$ cat src/rtl/cpu_pkg.sv
// Shared CPU-side widths and the fetch queue entry format.
// The entry pairs an instruction word with the PC it was fetched from.
package cpu_pkg;

    localparam int CPU_PC_WIDTH    = 8;
    localparam int CPU_INSTR_WIDTH = 16;

    typedef struct packed {
        logic [CPU_INSTR_WIDTH-1:0] instr;
        logic [CPU_PC_WIDTH-1:0]    pc;
    } fetch_entry_t;

endpackage

$ cat src/rtl/fetch_fifo.sv
// Small synchronous FIFO of fetch entries with flush and an occupancy count.
// The head entry is read straight from storage; a push is never visible at the head in the same cycle.
module fetch_fifo
    import cpu_pkg::*;
#(
    parameter  int DEPTH = 4,
    localparam int AW    = $clog2(DEPTH),
    localparam int CW    = AW + 1
) (
    input  logic         clk_i,
    input  logic         rst_ni,
    input  logic         push_i,
    input  fetch_entry_t push_data_i,
    input  logic         pop_i,
    input  logic         flush_i,
    output logic [CW-1:0] count_o,
    output fetch_entry_t head_o
);

    localparam logic [CW-1:0] DEPTH_C = CW'(DEPTH);

    fetch_entry_t   mem_q [DEPTH];
    logic [AW-1:0]  wr_ptr_q, wr_ptr_d;
    logic [AW-1:0]  rd_ptr_q, rd_ptr_d;
    logic [CW-1:0]  count_q, count_d;

    // Flush dominates any push or pop presented in the same cycle.
    always_comb begin
        wr_ptr_d = wr_ptr_q;
        rd_ptr_d = rd_ptr_q;
        count_d  = count_q;
        if (flush_i) begin
            wr_ptr_d = '0;
            rd_ptr_d = '0;
            count_d  = '0;
        end else begin
            if (push_i) wr_ptr_d = wr_ptr_q + AW'(1);
            if (pop_i)  rd_ptr_d = rd_ptr_q + AW'(1);
            count_d = count_q + CW'(push_i) - CW'(pop_i);
        end
    end

    always_ff @(posedge clk_i or negedge rst_ni) begin
        if (!rst_ni) begin
            wr_ptr_q <= '0;
            rd_ptr_q <= '0;
            count_q  <= '0;
            for (int i = 0; i < DEPTH; i++) mem_q[i] <= '0;
        end else begin
            wr_ptr_q <= wr_ptr_d;
            rd_ptr_q <= rd_ptr_d;
            count_q  <= count_d;
            if (push_i && !flush_i) mem_q[wr_ptr_q] <= push_data_i;
        end
    end

    assign count_o = count_q;
    assign head_o  = mem_q[rd_ptr_q];

    a_no_overflow: assert property (@(posedge clk_i) disable iff (!rst_ni) count_q <= DEPTH_C);

endmodule

$ cat src/rtl/fetch_queue.sv
// Instruction fetch stage: issues reads to a 1-cycle program memory and queues returned
// instructions with their PCs; a redirect flushes everything and restarts at the target.
module fetch_queue
    import cpu_pkg::*;
#(
    parameter int PC_WIDTH    = CPU_PC_WIDTH,
    parameter int INSTR_WIDTH = CPU_INSTR_WIDTH,
    parameter int DEPTH       = 4
) (
    input  logic                   clock,
    input  logic                   reset,
    output logic                   pm_rd_en,
    output logic [PC_WIDTH-1:0]    pm_addr,
    input  logic [INSTR_WIDTH-1:0] pm_rdata,
    output logic                   instr_valid,
    output logic [INSTR_WIDTH-1:0] instr,
    output logic [PC_WIDTH-1:0]    instr_pc,
    input  logic                   instr_ready,
    input  logic                   redirect,
    input  logic [PC_WIDTH-1:0]    redirect_pc,
    output logic [PC_WIDTH-1:0]    fetch_pc
);

    localparam int CW = $clog2(DEPTH) + 1;
    localparam logic [CW-1:0] DEPTH_C = CW'(DEPTH);

    logic [PC_WIDTH-1:0] fetch_pc_q, fetch_pc_d;
    logic [PC_WIDTH-1:0] issue_pc_q, issue_pc_d;
    logic                inflight_q, inflight_d;
    logic [CW-1:0]       count;
    logic [CW-1:0]       occupancy;
    logic                head_valid, pop, push, issue;
    fetch_entry_t        head, push_entry;

    // Handshake: the head transfers on a cycle where instr_valid and instr_ready are both high
    // and no redirect is present; instr/instr_pc stay stable until that transfer happens.
    assign head_valid = (count != '0);
    assign pop        = head_valid & instr_ready & ~redirect;

    // Reserve a slot for every read in flight so a returning word always has room.
    assign occupancy  = count - CW'(pop) + CW'(inflight_q);
    assign issue      = reset & ~redirect & (occupancy < DEPTH_C);
    assign push       = inflight_q & ~redirect;
    assign push_entry = '{instr: pm_rdata, pc: issue_pc_q};

    always_comb begin
        fetch_pc_d = fetch_pc_q;
        issue_pc_d = issue_pc_q;
        inflight_d = 1'b0;
        if (redirect) begin
            fetch_pc_d = redirect_pc;
        end else if (issue) begin
            fetch_pc_d = fetch_pc_q + PC_WIDTH'(1);
            issue_pc_d = fetch_pc_q;
            inflight_d = 1'b1;
        end
    end

    always_ff @(posedge clock or negedge reset) begin
        if (!reset) begin
            fetch_pc_q <= '0;
            issue_pc_q <= '0;
            inflight_q <= 1'b0;
        end else begin
            fetch_pc_q <= fetch_pc_d;
            issue_pc_q <= issue_pc_d;
            inflight_q <= inflight_d;
        end
    end

    fetch_fifo #(
        .DEPTH (DEPTH)
    ) u_fifo (
        .clk_i       (clock),
        .rst_ni      (reset),
        .push_i      (push),
        .push_data_i (push_entry),
        .pop_i       (pop),
        .flush_i     (redirect),
        .count_o     (count),
        .head_o      (head)
    );

    assign pm_rd_en    = issue;
    assign pm_addr     = fetch_pc_q;
    assign fetch_pc    = fetch_pc_q;
    assign instr_valid = reset & head_valid;
    assign instr       = reset ? head.instr : '0;
    assign instr_pc    = reset ? head.pc : '0;

endmodule

$ cat config.mk
export PLATFORM = sky130hd
export DESIGN_NAME = fetch_queue
export DESIGN_NICKNAME = d
export VERILOG_FILES = /design/src/rtl/cpu_pkg.sv /design/src/rtl/fetch_fifo.sv /design/src/rtl/fetch_queue.sv
export SDC_FILE = /design/constraint.sdc
export NUM_CORES = 1
export LEC_CHECK = 0
export BUFFER_PORTS_ARGS = -buffer_cell sky130_fd_sc_hd__buf_2
export CORE_ASPECT_RATIO = 1.4
export CORE_UTILIZATION = 60
export CTS_CLUSTER_DIAMETER = 200
export DETAILED_ROUTE_END_ITERATION = 8
export GPL_TIMING_DRIVEN = 0
export PLACE_DENSITY_LB_ADDON = 0.2
export SYNTH_ARGS = -nofsm -noshare
export SYNTH_HDL_FRONTEND = slang
export SYNTH_SLANG_ARGS = --single-unit
$ cat constraint.sdc
create_clock -name clock -period 7.45 [get_ports clock]
set_input_delay 1.1175 -clock clock [delete_from_list [all_inputs] [get_ports clock]]
set_output_delay 1.1175 -clock clock [all_outputs]
set_load 0.01 [all_outputs]
## Word level (Yosys, flattened, before mapping)

Cells that the tools add are included.

- Bits in registers: 120
- Input port bits: 28
- Output and inout bits: 42

- Add/subtract/negate cells: 7
- Magnitude comparators: 4
- Mux-type cells: 17
- Bitwise logic cells: 9
- Reduce and logical (&&, ||, !) cells: 8

Operator list:

| kind | number |
|---|---|
| $bwmux W96 | 1 |
| $mux W24 | 3 |
| $bmux W24 S2 | 1 |
| $demux W24 S2 | 1 |
| $mux W8 | 3 |
| $mux W16 | 1 |
| $add A8 B1 Y8 const B | 1 |
| $mux W2 | 4 |
| $add A3 B1 Y3 | 2 |
| $and A1 B1 Y1 | 6 |
| $ge A3 B3 Y1 const B | 2 |
| $not A2 Y3 | 2 |
| $reduce_bool A2 Y1 | 3 |
| $sub A3 B1 Y3 | 2 |
| $add A2 B1 Y2 const B | 2 |
| $lt A3 B1 Y1 const B | 1 |
| $lt A3 B3 Y1 const B | 1 |
| $mux W3 | 1 |
| $reduce_bool A3 Y1 | 1 |
| $logic_and A1 B1 Y1 | 2 |
| $mux W1 | 2 |
| $reduce_and A2 Y1 | 1 |
| $logic_not A1 Y1 | 1 |
| $not A1 Y1 | 1 |

## Longest topological paths before layout

Gate-level depths: netlist (run 1).

- Word-level depth: 9
- Depth in mapped cells: 12
- Gate-level depth less buffers: 9

## Cells and area by module

A second synthesis (run 1) with hierarchy kept.

- Cells, all modules: 407
- Area, all modules: 6099.6 µm²

By module, submodules not included:

| module | times used | cells each | area an instance (µm²) | sequential area each (µm²) |
|---|---|---|---|---|
| fetch_fifo | 1 | 268 | 4873.4 | 2577.5 |
| fetch_queue | 1 | 139 | 1226.2 | 425.4 |

## Worst setup path after synthesis (run 1)

No wires, ideal clock.

- Path type: in2out
- Start point: input redirect
- End point: output pm_rd_en
- Data arrival time: 3.460 ns
- Data required time: 6.332 ns
- Setup slack: 2.873 ns
- Cell stages on the path: 11
- Cells stage by stage: clkbuf_1 > clkbuf_1 > nor2_1 > ha_1 > inv_1 > ha_1 > and3b_1 > clkbuf_1 > or4b_1 > buf_2 > a21oi_4

- Cells in the longest elaborated chain, start to end: 6

Ends and longest elaborated chain:

| element | RTL line | text |
|---|---|---|
| from (decl) | fetch_queue.sv:19 | `input logic redirect,` |
| $not A1 Y1 (no source line) (*) | n/a |  |
| $and A1 B1 Y1 | fetch_queue.sv:38 | `assign pop = head_valid & instr_ready & ~redirect;` |
| $sub A3 B1 Y3 | fetch_queue.sv:41 | `assign occupancy = count - CW'(pop) + CW'(inflight_q);` |
| $add A3 B1 Y3 | fetch_queue.sv:41 |  |
| $lt A3 B3 Y1 | fetch_queue.sv:42 | `assign issue = reset & ~redirect & (occupancy < DEPTH_C);` |
| $and A1 B1 Y1 (*) | fetch_queue.sv:42 |  |
| to (decl) | fetch_queue.sv:12 | `output logic pm_rd_en,` |

Every way passes the cells marked *; elsewhere a longest branch is shown, timed or not.

## Worst setup path after layout (run 1)

Same ends and word-level chain as after synthesis.

==> run_results.csv, run 1 <==
group,metric,value,unit
clock_network,cts_tree,"built",
clock_network,numClockSinks,120,
timing,finClkSkew,0.00608,ns
worst_hold_path,worstHoldPathType,"register to register",
logic_synthesis,ys_seq_area_share,52.8,%
place,post_dp_cell_area,6200,um^2
clock_network,postCtsSetupRepairBufs,0,
cells_and_area,final_core_util,74.9,%
clock_network,clock_latency,0.41,ns
clock_network,cts_resized,0,
global_routing,gr-usage-all-layers,26.7,%
pwr,max-vdd-ir-drop,234,uV
outcome,status,"finished with violations",
timing,setup_viol,0,
detailed_routing,wl_per_cell,19.0,um
cells_and_area,antenna_cells,0,
floorplan,core,9130,um^2
global_routing,grt_pass1_wl,19500,um
pwr,p_int,1.89,mW
place,numPortBuffers,69,
clock_network,cts_htree_levels,4,
detailed_routing,finalWirelength,11600,um
floorplan,num_rows,41,
pwr,p_comb_share,28.9,%
cells_and_area,instances_no_fill,613,
logic_synthesis,async_flop_share,100,%
cells_and_area,final_common_cell,"dfrtp_1",
timing,drv_slew,0,
setup_path,slowest_stage,"or4b_1",
global_routing,grt_max_degree,109,
logic_synthesis,synth.net_count,441,
logic_synthesis,yosys.area.top_type,"dfrtp_1",
setup_path,crit_path_cell_trace,"buf_2 -> clkbuf_1 -> clkbuf_1 -> nor2_1 -> ha_1 -> inv_1 -> ha_1 -> and3b_1 -> clkbuf_1 -> or4b_1 -> buf_2 -> a21oi_4 -> buf_2",
setup_path,crit_required,6.33,ns
floorplan,die_height,117,um
logic_synthesis,synth_area,5690,um^2
detailed_routing,drt-pass1-iter-count,8,
cells_and_area,design_area,6840,um^2
floorplan,dieArea,9880,um^2
timing,max_freq,184,MHz
global_routing,grt_pass1_vias,3888,
detailed_routing,drt_iter0_markers,230,
place,place_congestion,0.820,
timing,hold_viol,0,
clock_network,clockRootBuffer,"clkbuf_16",
clock_network,cts.path.max_buffers,2,
logic_synthesis,synth_edf_count,0,
setup_path,slowest_delay,0.52,ns
setup_path,critPathTopFamily,"buffers and inverters",
logic_synthesis,syn_inst,404,
setup_path,crit_type,"input pin to output port",
timing,period_minus_slack,5.44,ns
logic_synthesis,synthTopCellsByArea,"dfrtp_1 (53%), mux2_2 (20%), mux4_2 (9.5%), and2_1 (2.6%), ha_1 (1.8%)",
global_routing,globalRouteOverflowTotal,0,
setup_path,critPathArrivalTime,4.32,ns
pwr,p_per_area,390,nW/um^2
pwr,leakage,3.23,nW
detailed_routing,routed_via_density,5.94,
timing,whs,0.498,ns
pwr,switching_share,28.9,%
detailed_routing,num_vias,3642,
cells_and_area,n_fill_cell,585,
timing,rsz0062_at_grt,"false",
setup_path,critPathCaptureType,"output port",
pwr,fin_total_pwr,2.67,mW
logic_synthesis,synth_top_area_share,52.8,%
logic_synthesis,syn_avg_cell_area,14.1,um^2
floorplan,io-pin-count,70,
global_routing,antenna_found_initial,0,
cells_and_area,drive_above_1_share,47.6,%
place,placed_cells,581,
pwr,seqPwrFrac,38.4,%
timing,max_slew_margin,40.5,%
logic_synthesis,ys_warn_count,0,
timing,final.setup.tns,0,ns
pwr,clkPwrFrac,32.7,%
detailed_routing,drc,6,
clock_network,cts.clk_slew.worst_paths,0.05,ns
cells_and_area,layout_common_cells,"dfrtp_1 (120), mux2_2 (103), buf_2 (71), mux4_2 (24), and2_1 (24)",
pwr,switchingPower,0.771,mW
floorplan,die_x,84.3,um
logic_synthesis,ys_ff_latch,120,
place,dp_slack,2.03,ns
place,dp_hpwl,7520,um
detailed_routing,antenna_left,0,
clock_network,cts_made_buffers,17,
cells_and_area,final_nets,530,
setup_path,start_kind,"input pin",
clock_network,hold_buffers,0,
timing,period_share,73.0,%
cells_and_area,areaGrowthSynthToFinish,20.2,%
logic_synthesis,synth_cell_types,41,
timing,worst_pin_slew,0.881,ns
floorplan,start_util,62.3,%
outcome,failed_checks,"design-rule violations",
flow_run,maxCapViolCount,0,
setup_path,crit_fanout,10,
setup_path,critPathBufInv,7,
logic_synthesis,synth_flop_cell,"dfrtp_1",
timing,fin_ws,2.01,ns
-- logic make-up after synthesis --
family	after synthesis	synth area share, %
flops	120	52.8
buf+inv	39	3.17
mux	129	30.3
compound gates	26	3.36
simple gates	76	7.56
fa+ha+maj	9	2.11
xor+xnor	5	0.770
-- power groups by stage --
stage / clock (mW) / sequential (mW) / combinational, mW
global placement: 0 / 1.01 / 0.744
detailed placement: 0 / 1.03 / 0.772
floorplan: 0 / 0.981 / 0.581
CTS: 0.879 / 1.02 / 0.781
global route: 0.910 / 1.06 / 0.846
finish: 0.871 / 1.02 / 0.770
-- path summary, 6_finish.rpt --
kind	start	end	slack (ns)	cells past startpoint
min reg2reg	u_fifo.mem_q[35]	u_fifo.mem_q[35]	0.50	1
max	redirect	pm_rd_en	2.01	13
min	u_fifo.mem_q[35]	u_fifo.mem_q[35]	0.50	1
min in group asynchronous	reset	u_fifo.mem_q[57]	0.53	1
max in group asynchronous	reset	u_fifo.mem_q[21]	6.19	2
max reg2reg	u_fifo.count_o[1]	issue_pc_q[5]	4.15	11
-- metal layers --
metal	share of wire [%]	wire length, um	vias to the layer above	global-route usage, %
met5	0	0	-	0
met4	2.5	286	0	12.2
met3	4.3	495	24	6.45
met2	54	6240	98	47.9
met1	40	4620	1871	30.7
li1	-	-	1649	-
-- synth_stat cells, types with 5 or more instances --
| master | n |
|---|---|
| dfrtp_1 | 120 |
| mux2_2 | 103 |
| and2_1 | 24 |
| mux4_2 | 24 |
| clkbuf_1 | 15 |
| nand3_1 | 14 |
| nor2_1 | 9 |
| buf_4 | 8 |
| ha_1 | 8 |
| inv_1 | 8 |
| nand2_1 | 7 |
| nor2b_1 | 7 |
| o21ai_0 | 6 |
| buf_1 | 5 |
-- final cells by class --
class                   instances  area [um^2]  area share, %
plain buffers                  31          150           2.19
clock buffers                  18          439           6.42
clock inverters                14          198           2.89
inverters                       8         30.0          0.439
multi-input cells             245         2510           36.7
flip-flops and latches        120         3000           43.9
well taps                     107          134           1.96
repair buffers                 70          379           5.54
-- flip-flops by register name, summed over array words and instances (netlist names) --
signal           cells
u_fifo.rd_ptr_q      2
issue_pc_q           8
u_fifo.wr_ptr_q      2
u_fifo.count_o       3
inflight_q           1
fetch_pc             8
u_fifo.mem_q        96
-- worst register-to-register path: stages (launching register included) --
cell and delay, ns:
dfrtp_1 0.42, o31ai_1 0.37, nor2_1 0.08, ha_1 0.19, inv_1 0.10, ha_1 0.23
and3b_1 0.17, clkbuf_1 0.17, or4b_1 0.52, buf_2 0.20, a21oi_4 0.34, mux2_2 0.39
Note: power is estimated with default switching activity, not from simulation.
==> inputs of run 2 (changes only) <==
Settings changed: CORE_UTILIZATION 60 to 52.
Clock period 7.45 ns to 4.7 ns, I/O delays scaled along.
==> run_results.csv, run 2 (synthesized netlist as in run 1, its figures left out) <==
group,metric,value,unit
outcome,status,"finished, final reports clean",
timing,rsz0062_at_grt,"false",
place,numPortBuffers,69,
place,place_congestion,0.813,
setup_path,slowest_stage,"or4b_1",
timing,final.setup.tns,0,ns
clock_network,cts.path.max_buffers,2,
detailed_routing,drt-pass1-iter-count,4,
timing,setup_viol,0,
setup_path,critPathArrivalTime,3.73,ns
setup_path,crit_path_cell_trace,"buf_2 -> clkbuf_1 -> clkbuf_2 -> nor2_1 -> ha_1 -> inv_1 -> ha_1 -> and3b_1 -> clkbuf_1 -> or4b_1 -> buf_2 -> a21oi_4 -> buf_2",
detailed_routing,antenna_left,0,
global_routing,grt_pass1_wl,19300,um
floorplan,io-pin-count,70,
detailed_routing,drt_iter0_markers,162,
clock_network,cts_tree,"built",
setup_path,slowest_delay,0.51,ns
global_routing,antenna_found_initial,0,
cells_and_area,drive_above_1_share,47.0,%
timing,finClkSkew,0.0106,ns
global_routing,gr-usage-all-layers,22.2,%
setup_path,r2r_end,"issue_pc_q[7]",
pwr,leakage,3.22,nW
clock_network,hold_buffers,0,
cells_and_area,design_area,6800,um^2
setup_path,r2r-start,"u_fifo.count_o[1]",
cells_and_area,final_nets,530,
timing,period_minus_slack,4.43,ns
cells_and_area,areaGrowthSynthToFinish,19.5,%
pwr,fin_total_pwr,4.04,mW
cells_and_area,layout_common_cells,"dfrtp_1 (120), mux2_2 (103), buf_2 (71), mux4_2 (24), and2_1 (24)",
setup_path,start_kind,"input pin",
detailed_routing,drc,0,
floorplan,start_util,54.1,%
floorplan,die_height,126,um
cells_and_area,instances_no_fill,640,
detailed_routing,wl_per_cell,17.8,um
timing,max_slew_margin,43.8,%
setup_path,crit_required,3.99,ns
global_routing,globalRouteOverflowTotal,0,
timing,drv_slew,0,
global_routing,grt_max_degree,107,
clock_network,cts.clk_slew.worst_paths,0.05,ns
floorplan,core,10500,um^2
pwr,p_per_area,595,nW/um^2
floorplan,num_rows,44,
detailed_routing,finalWirelength,11400,um
setup_path,crit_path_frequent_cell,"buf_2",
cells_and_area,top_register,"u_fifo.mem_q",
clock_network,cts_htree_levels,4,
clock_network,clockRootBuffer,"clkbuf_16",
clock_network,postCtsSetupRepairBufs,0,
pwr,max-vdd-ir-drop,335,uV
timing,worst_pin_slew,0.831,ns
setup_path,critPathCaptureType,"output port",
setup_path,crit_type,"input pin to output port",
clock_network,cts_made_buffers,17,
cells_and_area,largest_reg_flops,96,
setup_path,reg2reg_slack,1.39,ns
clock_network,numClockSinks,120,
floorplan,die_x,90.4,um
flow_run,maxCapViolCount,0,
timing,max_freq,225,MHz
global_routing,grt_pass1_vias,3789,
detailed_routing,num_vias,3640,
setup_path,r2r_cells,11,
place,placed_cells,612,
clock_network,clock_latency,0.41,ns
place,dp_hpwl,7670,um
clock_network,cts_resized,0,
timing,period_share,94.4,%
floorplan,dieArea,11400,um^2
timing,hold_viol,0,
cells_and_area,final_common_cell,"dfrtp_1",
setup_path,crit_fanout,10,
worst_hold_path,worstHoldPathType,"input pin to asynchronous set/reset pin",
detailed_routing,routed_via_density,5.69,
place,post_dp_cell_area,6240,um^2
cells_and_area,antenna_cells,0,
==> run 2: stage by stage <==
step	utilization [%]	worst slack, ns	hold WS, ns
CTS	64.6	0.116	0.128
global placement	59.0	-0.470	0.481
floorplan	-	0.948	0.409
finish	64.7	0.265	0.134
detailed placement	59.4	0.121	0.487
global route	64.7	0.0771	0.137
==> run 2: worst max-delay path: cells and delay by family <==
family,cells,cell delay (ns)
buf+inv,7,1.50
simple gates,3,0.77
fa+ha+maj,2,0.42
compound gates,1,0.33
==> run 2: routing by layer <==
layer / track usage (%) / wire length, um
met5: 0 / 0
met4: 8.35 / 182
met3: 5.43 / 418
met2: 38.8 / 6030
met1: 26.4 / 4750
==> run 2: power breakdown <==
group,internal (mW),total [mW],switching (mW),leakage (nW)
Combinational,0.721,1.22,0.497,1.39
Sequential,1.38,1.61,0.235,1.55
Clock,0.796,1.21,0.416,0.277
Total,2.90,4.04,1.15,3.22
==> run 2: cell type report <==
| type | count | area, um^2 |
|---|---|---|
| inverters | 8 | 30.0 |
| multi-input cells | 245 | 2510 |
| clock inverters | 3 | 40.0 |
| clock buffers | 25 | 515 |
| repair buffers | 70 | 379 |
| fillers | 802 | 3720 |
| well taps | 138 | 173 |
| flip-flops and latches | 120 | 3000 |
| plain buffers | 31 | 151 |
==> run 2: worst max path at each step <==
stage / from / end / cells after the start
2_1_floorplan: redirect / pm_rd_en / 11
4_1_cts: redirect / pm_rd_en / 13
3_3_place_gp: reset / pm_rd_en / 4
3_5_place_dp: redirect / pm_rd_en / 13
5_1_grt: redirect / pm_rd_en / 13
6_report: redirect / pm_rd_en / 13
